File: src/rtl/pipe_pkg.sv
// Shared MEM-stage definitions: funct3 encodings, FSM states and the bubble instruction.
package pipe_pkg;
    localparam logic [2:0] F3_B  = 3'b000;
    localparam logic [2:0] F3_H  = 3'b001;
    localparam logic [2:0] F3_W  = 3'b010;
    localparam logic [2:0] F3_BU = 3'b100;
    localparam logic [2:0] F3_HU = 3'b101;

    localparam logic [31:0] NOP_INSTR = 32'h00000013;

    typedef enum logic {IDLE, WAIT_RESP} mem_state_e;
endpackage

File: src/rtl/mem_align.sv
// Byte-lane steering for stores, lane extraction plus extension for loads, and
// illegal/misaligned detection. Purely combinational.
module mem_align
    import pipe_pkg::*;
(
    input  logic        is_load_i,
    input  logic        is_store_i,
    input  logic [2:0]  funct3_i,
    input  logic [1:0]  offset_i,
    input  logic [31:0] store_data_i,
    input  logic [2:0]  ext_funct3_i,
    input  logic [1:0]  ext_offset_i,
    input  logic [31:0] rdata_i,
    output logic [3:0]  mask_o,
    output logic [31:0] wdata_o,
    output logic        illegal_o,
    output logic        misaligned_o,
    output logic [31:0] load_data_o
);
    logic [31:0] lane;

    always_comb begin
        illegal_o = 1'b0;
        if (is_store_i)
            illegal_o = !(funct3_i inside {F3_B, F3_H, F3_W});
        else if (is_load_i)
            illegal_o = !(funct3_i inside {F3_B, F3_H, F3_W, F3_BU, F3_HU});
        misaligned_o = ((funct3_i[1:0] == 2'b01) && offset_i[0]) ||
                       ((funct3_i[1:0] == 2'b10) && (offset_i != 2'b00));
    end

    always_comb begin
        mask_o  = 4'b1111;
        wdata_o = '0;
        if (is_store_i) begin
            case (funct3_i)
                F3_B: begin
                    mask_o  = 4'b0001 << offset_i;
                    wdata_o = {4{store_data_i[7:0]}};
                end
                F3_H: begin
                    mask_o  = offset_i[1] ? 4'b1100 : 4'b0011;
                    wdata_o = {2{store_data_i[15:0]}};
                end
                default: wdata_o = store_data_i;
            endcase
        end
    end

    always_comb begin
        lane = rdata_i >> {ext_offset_i, 3'b000};
        case (ext_funct3_i)
            F3_B:    load_data_o = {{24{lane[7]}}, lane[7:0]};
            F3_H:    load_data_o = {{16{lane[15]}}, lane[15:0]};
            F3_BU:   load_data_o = {24'h0, lane[7:0]};
            F3_HU:   load_data_o = {16'h0, lane[15:0]};
            default: load_data_o = rdata_i;
        endcase
    end
endmodule

File: src/rtl/mem_stage.sv
// MEM pipeline stage: data-memory handshake, load/store alignment and the MEM/WB
// register. Upstream is held via o_stall while an access is outstanding.
module mem_stage
    import pipe_pkg::*;
#(
    parameter int          XLEN      = 32,
    parameter logic [31:0] NOP_INSTR = pipe_pkg::NOP_INSTR
) (
    input  logic            i_clk,
    input  logic            i_rst,
    input  logic            i_valid,
    input  logic [XLEN-1:0] i_alu_result,
    input  logic [XLEN-1:0] i_rs2_rdata,
    input  logic [XLEN-1:0] i_pc,
    input  logic [XLEN-1:0] i_pc_plus_4,
    input  logic [31:0]     i_instruction,
    input  logic [4:0]      i_rd_addr,
    input  logic            i_mem_read,
    input  logic            i_mem_write,
    input  logic            i_reg_write,
    input  logic            i_mem_to_reg,
    input  logic            i_jump,
    input  logic            i_retire_halt,
    output logic            o_stall,
    output logic            o_dmem_req,
    output logic            o_dmem_wen,
    output logic [XLEN-1:0] o_dmem_addr,
    output logic [XLEN-1:0] o_dmem_wdata,
    output logic [3:0]      o_dmem_mask,
    input  logic            i_dmem_ready,
    input  logic            i_dmem_rvalid,
    input  logic [XLEN-1:0] i_dmem_rdata,
    output logic            o_valid,
    output logic            o_reg_write,
    output logic            o_trap,
    output logic            o_retire_halt,
    output logic [XLEN-1:0] o_wb_data,
    output logic [4:0]      o_rd_addr,
    output logic [XLEN-1:0] o_pc,
    output logic [31:0]     o_instruction
);
    mem_state_e  state_q, state_d;
    logic [2:0]  ld_f3_q;
    logic [1:0]  ld_off_q;

    logic        valid_q, reg_write_q, trap_q, halt_q;
    logic [31:0] wb_data_q, pc_q, instr_q;
    logic [4:0]  rd_q;

    logic        mem_op, is_store, is_load, illegal, misaligned, fault, req, stall;
    logic [2:0]  funct3, ext_f3;
    logic [1:0]  offset, ext_off;
    logic [31:0] load_data, wb_sel, wdata;
    logic [3:0]  mask;

    assign funct3   = i_instruction[14:12];
    assign offset   = i_alu_result[1:0];
    assign mem_op   = i_valid & (i_mem_read | i_mem_write);
    assign is_store = mem_op & i_mem_write;
    assign is_load  = mem_op & ~i_mem_write;
    assign fault    = mem_op & (illegal | misaligned);

    // Once the load is accepted, extraction uses the latched lane info.
    assign ext_f3  = (state_q == WAIT_RESP) ? ld_f3_q  : funct3;
    assign ext_off = (state_q == WAIT_RESP) ? ld_off_q : offset;

    mem_align u_align (
        .is_load_i    (is_load),
        .is_store_i   (is_store),
        .funct3_i     (funct3),
        .offset_i     (offset),
        .store_data_i (i_rs2_rdata),
        .ext_funct3_i (ext_f3),
        .ext_offset_i (ext_off),
        .rdata_i      (i_dmem_rdata),
        .mask_o       (mask),
        .wdata_o      (wdata),
        .illegal_o    (illegal),
        .misaligned_o (misaligned),
        .load_data_o  (load_data)
    );

    always_ff @(posedge i_clk) begin
        if (i_rst) state_q <= IDLE;
        else       state_q <= state_d;
    end

    always_comb begin
        state_d = state_q;
        case (state_q)
            IDLE:      if (req && i_dmem_ready && is_load) state_d = WAIT_RESP;
            WAIT_RESP: if (i_dmem_rvalid) state_d = IDLE;
            default:   state_d = IDLE;
        endcase
    end

    always_comb begin
        req   = 1'b0;
        stall = 1'b0;
        if (!i_rst) begin
            case (state_q)
                IDLE: begin
                    req   = mem_op & ~fault;
                    stall = req & (~i_dmem_ready | is_load);
                end
                WAIT_RESP: stall = ~i_dmem_rvalid;
                default: ;
            endcase
        end
    end

    always_ff @(posedge i_clk) begin
        if (i_rst) begin
            ld_f3_q  <= '0;
            ld_off_q <= '0;
        end else if (state_q == IDLE && req && i_dmem_ready && is_load) begin
            ld_f3_q  <= funct3;
            ld_off_q <= offset;
        end
    end

    assign wb_sel = i_mem_to_reg ? load_data : (i_jump ? i_pc_plus_4 : i_alu_result);

    always_ff @(posedge i_clk) begin
        if (i_rst) begin
            valid_q     <= 1'b0;
            reg_write_q <= 1'b0;
            trap_q      <= 1'b0;
            halt_q      <= 1'b0;
            wb_data_q   <= '0;
            rd_q        <= '0;
            pc_q        <= '0;
            instr_q     <= NOP_INSTR;
        end else if (stall) begin
            valid_q     <= 1'b0;
            reg_write_q <= 1'b0;
            trap_q      <= 1'b0;
            halt_q      <= 1'b0;
            instr_q     <= NOP_INSTR;
        end else begin
            valid_q     <= i_valid;
            reg_write_q <= i_valid & i_reg_write & ~fault;
            trap_q      <= fault;
            halt_q      <= i_valid & i_retire_halt;
            wb_data_q   <= wb_sel;
            rd_q        <= i_rd_addr;
            pc_q        <= i_pc;
            instr_q     <= i_valid ? i_instruction : NOP_INSTR;
        end
    end

    assign o_stall       = stall;
    assign o_dmem_req    = req;
    assign o_dmem_wen    = req & is_store;
    assign o_dmem_addr   = {i_alu_result[XLEN-1:2], 2'b00};
    assign o_dmem_wdata  = wdata;
    assign o_dmem_mask   = mask;
    assign o_valid       = valid_q;
    assign o_reg_write   = reg_write_q;
    assign o_trap        = trap_q;
    assign o_retire_halt = halt_q;
    assign o_wb_data     = wb_data_q;
    assign o_rd_addr     = rd_q;
    assign o_pc          = pc_q;
    assign o_instruction = instr_q;
endmodule

File: config.mk
export PLATFORM = sky130hd
export DESIGN_NAME = mem_stage
export DESIGN_NICKNAME = d
export VERILOG_FILES = /design/src/rtl/pipe_pkg.sv /design/src/rtl/mem_align.sv /design/src/rtl/mem_stage.sv
export SDC_FILE = /design/constraint.sdc
export NUM_CORES = 1
export LEC_CHECK = 0
export BUFFER_PORTS_ARGS = -buffer_cell sky130_fd_sc_hd__buf_4
export CORE_AREA = 5 5 147 149
export CTS_CLUSTER_SIZE = 40
export DETAILED_ROUTE_END_ITERATION = 7
export DIE_AREA = 0 0 152 154
export GPL_TIMING_DRIVEN = 0
export PLACE_DENSITY_LB_ADDON = 0.25
export SLEW_MARGIN = 25
export SYNTH_ARGS = -nofsm -noshare
export SYNTH_HDL_FRONTEND = slang
export SYNTH_SLANG_ARGS = --single-unit
File: constraint.sdc
create_clock -name i_clk -period 2.75 [get_ports i_clk]
set_clock_uncertainty 0.1 [all_clocks]
set_input_delay 0.1375 -clock i_clk [delete_from_list [all_inputs] [get_ports i_clk]]
set_output_delay 0.1375 -clock i_clk [all_outputs]
set_load 0.01 [all_outputs]
Word-level counts from Yosys, hierarchy flattened
Cells that the tools add are included.
{"block": "op_classes", "eq_ne": 9, "shifts": 2, "n_mux": 19, "n_bitwise": 19, "reduce_logical": 17}
{"op": "32-bit case mux with 4 select lines", "n": 1}
{"op": "32-bit two-way mux", "n": 3}
{"op": "32-bit case mux with 2 select lines", "n": 1}
{"op": "32-bit by 5-bit >> shifter with 16-bit output", "n": 1}
{"op": "3-bit equality test (second input constant)", "n": 4}
{"op": "1-bit bitwise AND", "n": 10}
{"op": "4-bit two-way mux", "n": 2}
{"op": "4-bit case mux with 2 select lines", "n": 1}
{"op": "1-bit logical AND", "n": 7}
{"op": "1-bit two-way mux", "n": 7}
{"op": "3-bit by 1-bit equality test with 1-bit output (second input constant)", "n": 2}
{"op": "3-bit zero test", "n": 2}
{"op": "1-bit NOT", "n": 6}
{"op": "5-bit nonzero test", "n": 1}
{"op": "1-bit case mux with 2 select lines", "n": 2}
{"op": "1-bit by 2-bit << shifter with 4-bit output (first input constant)", "n": 1}
{"op": "3-bit by 2-bit equality test with 1-bit output (second input constant)", "n": 1}
{"op": "3-bit two-way mux", "n": 1}
{"op": "1-bit bitwise OR", "n": 3}
{"op": "3-bit nonzero test", "n": 1}
{"op": "3-bit OR reduction", "n": 1}
{"op": "2-bit by 1-bit equality test with 1-bit output (second input constant)", "n": 1}
{"op": "2-bit equality test (second input constant)", "n": 1}
{"op": "1-bit zero test", "n": 2}
{"op": "other kinds (4)", "n": 4}
{"block": "word_totals", "regBits": 111, "input_bits": 208, "output_inout_bits": 176, "wordCells": 77}

Logic depth before layout (Yosys ltp)
{"block": "logic_depth", "word_depth": 15, "ltp_mapped": 9, "ltp_nobuf": 7}

Cells and area by module
From an unflattened synthesis, not the netlist that was laid out.
{"block": "unflattened", "cells_unflattened": 790, "area_unflattened_um2": 6567.5}
{"mod": "mem_stage", "n_inst": 1, "cells_per_inst": 568, "area_per_inst_um2": 5292.6, "seq_area_each_um2": 2222.1}
{"mod": "mem_align", "n_inst": 1, "cells_per_inst": 222, "area_per_inst_um2": 1275.0, "seq_area_each_um2": 0.0}

Least setup slack after synthesis
OpenSTA, ideal clock, no wires.
{"block": "synth_path", "path_kind": "register to register", "startpoint": "reg state_q", "endpoint": "reg wb_data_q[0] (netlist: o_wb_data[0])", "setup_time_ns": 0.128, "arrival_time_ns": 1.749, "setup_slack_ns": 0.773, "stages_incl_launch_ff": 8, "period_less_slack_ns": 1.977, "path_cell_list": "dfxtp_1 -> buf_6 -> mux2i_4 -> mux4_2 -> nand2_1 -> a311oi_2 -> a21oi_1 -> nor2_1"}
{"block": "synth_between", "elab_chain_cells": 4}
{"item": "start: declaration", "line": "mem_stage.sv:42", "source": "mem_state_e state_q, state_d;"}
{"item": "start signal: assignment", "line": "mem_stage.sv:85", "source": "else state_q <= state_d;"}
{"item": "2-bit two-way mux or 3-bit two-way mux (tied branches)", "line": "mem_stage.sv:65, mem_stage.sv:64"}
{"item": "32-bit by 5-bit >> shifter with 16-bit output (tied with other cells)", "line": "mem_align.sv:51", "source": "lane = rdata_i >> {ext_offset_i, 3'b000};"}
{"item": "32-bit case mux with 4 select lines", "line": "mem_align.sv:52", "source": "case (ext_funct3_i)"}
{"item": "32-bit two-way mux", "line": "mem_stage.sv:122", "source": "assign wb_sel = i_mem_to_reg ? load_data : (i_jump ? i_pc_plus_4 : i_alu_result);"}
{"item": "end signal: assignment", "line": "mem_stage.sv:145", "source": "wb_data_q <= wb_sel;"}
{"item": "end: declaration", "line": "mem_stage.sv:47", "source": "logic [31:0] wb_data_q, pc_q, instr_q;"}
Several ways; a longest one is shown, not always the timed one.
A chain may end at the register's enable or synchronous reset.

Final worst setup path
{"block": "layout_path", "startpoint": "reg state_q", "endpoint": "out o_stall"}
{"block": "layout_between", "elab_chain_cells": 3}
{"item": "1-bit NOT"}
{"item": "1-bit case mux with 2 select lines *", "line": "mem_stage.sv:101", "source": "case (state_q)"}
{"item": "1-bit two-way mux *", "line": "mem_stage.sv:100", "source": "if (!i_rst) begin"}
{"item": "end: declaration", "line": "mem_stage.sv:24", "source": "output logic o_stall,"}
Mark *: on every way between the ends. The rest lies on a longest branch, timed or not.

==> results.ini <==
[synth]
synth_top_family_by_area=compound AO/OA/AOI/OAI gates
synth_cell_type_count=49
synth_most_common_cell=nand2_1
synth_seq_area_share_pct=38.31
async_reset_ff_share_pct=0
ys.flop_type=dfxtp_1
synth.area.top_cells=dfxtp_1, nand2_1, a21oi_1
netlist.area_leader.share_pct=38.31
synth_mux_area_share_pct=10.98
synth-edff-count=0
synth_xor_area_share_pct=0.1510
synth_compound_area_share_pct=21.68
ys_top_cells_by_count=nand2_1, dfxtp_1, a21oi_1
syn_inst=715
yosys.area_share.simple_pct=20.13
yosysWarnings=0
synth_largest_area_cell=dfxtp_1
synth.ff_latch_count=111
syn_area_sq_mm=0.005801
syn_area_per_cell_sq_um=8.113
yosys.area_share.adder_pct=0

[floorplanning]
io_pins=384
start_util_pct=28.95
core_sq_mm=0.02004
die_width_um=152
die_area_sq_mm=0.02341
fp.dieH_um=154
num_rows=52

[route]
drt_first_pass_iters=5
post-route-drc-count=0
routedWlPerCell_um=18.42
antenna_left=0
drtIter0Drc=322
via_per_inst=4.677
drt-total-wl_mm=26.94
vias=6838

[final_layout]
postLayoutCoreUtil_pct=50.51
area_growth_syn_to_layout_pct=74.50
n_antenna_cell=0
drive_above_1_share_pct=40.77
regArea_sq_mm=0.002222
nets=1395
fillCellCount=1985
fin_cells=1462
multi_input_area_sq_mm=0.003083

[setup_path]
worstPathArrival_ns=2.25
r2r_slack_ns=0.38
required_ns=2.51
critical_path_class=flip-flop to output pin
critPathLaunchType=flip-flop
worstPathMaxFanout=10
endpoint_kind=output pin

[global_route]
antenna_found_initial=0
grt.total_usage_pct=21.93
grt_pass1_vias=6982
grt_pass1_wl_mm=40.65
gr-total-overflow=0
grt_max_degree=24

[timing]
fin_ws_ns=0.2669
finalCriticalPeriod_ns=2.483
fin_crit_sh_pct=90.29
worstMarginPinSlew_ns=0.7970
finalSetupViolCount=0
fin_tns_setup_ns=0
slew_violations=0
grt_setup_unrepaired=no
holdWs_ns=0.03025
hold_viol_final=0
relSlewSlack_pct=46.87
fmax_ghz=0.4027

[placement]
post-place-ws_ns=0.2408
dp_hpwl_mm=21.28
gp_congestion=0.8724
place_inst=1361
port_buffers=375

[min_path]
hold_path.class=input port to flip-flop

[clocking]
cts_sinks=111
cts_buffer_depth=2
tritoncts=built
insertion_delay_ns=0.35
htreeDepth=3
cts_made_buffers=9
cts_root_buf=clkbuf_16
cts.clk_slew.worst_paths_ns=0.08

[power_and_ir_drop]
p_per_area_mw_per_mm2=430.4
p_leak_nw=4.715
ir_drop_uv=261.1

[run_status]
status=completed

[job]
drv_cap=0

==> area by class of cell <==
class                   instances  share of cell area, %
plain buffers                  87                  4.833
well taps                     270                  3.337
flip-flops and latches        111                  21.95
clock inverters                 7                 0.8776
repair buffers                460                  36.17
clock buffers                   9                  2.225
multi-input cells             514                  30.46
inverters                       4                 0.1483
==> worst max-delay path, stage by stage (launching register included) <==
cell and delay, ns:
dfxtp_1 0.31, buf_6 0.14, nor3b_1 0.35, a41oi_2 0.38
nor2_4 0.25, buf_2 0.29, buf_4 0.17
==> cells by family after synthesis <==
| group | Yosys count |
|---|---|
| DFF | 111 |
| xor gates and xnor gates | 1 |
| muxes | 49 |
| AOI/OAI and AO/OA | 203 |
| and+or+nand+nor | 259 |
| other | 1 |
| buffers and inverters | 91 |
==> flip-flops by register name (all words and copies together), names as in the netlist <==
name           flops
o_instruction     32
o_pc              32
o_wb_data         32
o_rd_addr          5
ld_f3_q            3
ld_off_q           2
o_reg_write        1
o_retire_halt      1
o_trap             1
o_valid            1
state_q            1
==> cell usage in the layout, fill, tap and decap left out, types with 3 or more instances in the layout <==
cell,n
nor2_1,41
dlygate4sd3_1,83
buf_2,13
mux2i_1,22
mux2i_4,3
mux2_2,17
a311oi_2,7
a21o_1,3
buf_4,412
clkbuf_16,9
inv_1,3
a21oi_1,85
nand2_1,143
and3_1,10
o21ai_1,18
nand2b_1,4
a211oi_1,26
dfxtp_1,111
and2_1,30
mux4_2,7
nor2b_1,18
a22oi_1,7
o21ai_0,40
clkbuf_1,35
==> power breakdown <==
group          internal [mW]  switching (mW)  leakage, nW  total (mW)
clock network          0.665           0.721        0.153        1.39
logic                  0.652           0.562         3.64        1.21
registers               1.71          0.0478        0.918        1.76
total                   3.03            1.33         4.72        4.36
==> metrics by stage <==
stage / total power [mW] / cell area (sq um)
floorplan: 2.279 / 5804
global placement: 2.903 / 8957
detailed placement: 2.912 / 8957
CTS: 4.414 / 10110
global route: 4.579 / 10120
finish: 4.357 / 10120
==> metal layers <==
| metal | vias to the layer above | wire (um) | GRT usage, % | share of wire (%) |
|---|---|---|---|---|
| li1 | 3388 | - | - | - |
| met1 | 3093 | 10660 | 24.85 | 40 |
| met2 | 314 | 13450 | 38.87 | 50 |
| met3 | 43 | 2119 | 7.336 | 7.9 |
| met4 | 0 | 702 | 7.149 | 2.6 |
| met5 | - | 0 | 0 | 0 |
==> worst paths after layout <==
| kind | cells past startpoint | end | from |
|---|---|---|---|
| worst max-delay path | 6 | o_stall | state_q |
| worst min-delay path | 3 | o_wb_data[30] | i_dmem_rdata[30] |
| worst max register to register | 8 | o_wb_data[8] | state_q |
| worst min register to register | 2 | o_wb_data[18] | o_wb_data[18] |
==> timing repair <==
item,CTS,global route
resized for setup,1,0
setup endpoints to repair,1,1
pin swaps,0,1
hold endpoints to repair,84,0
cloned,0,0
buffers inserted,0,2
hold buffers,83,0
Power figures use the tool's default switching activity.
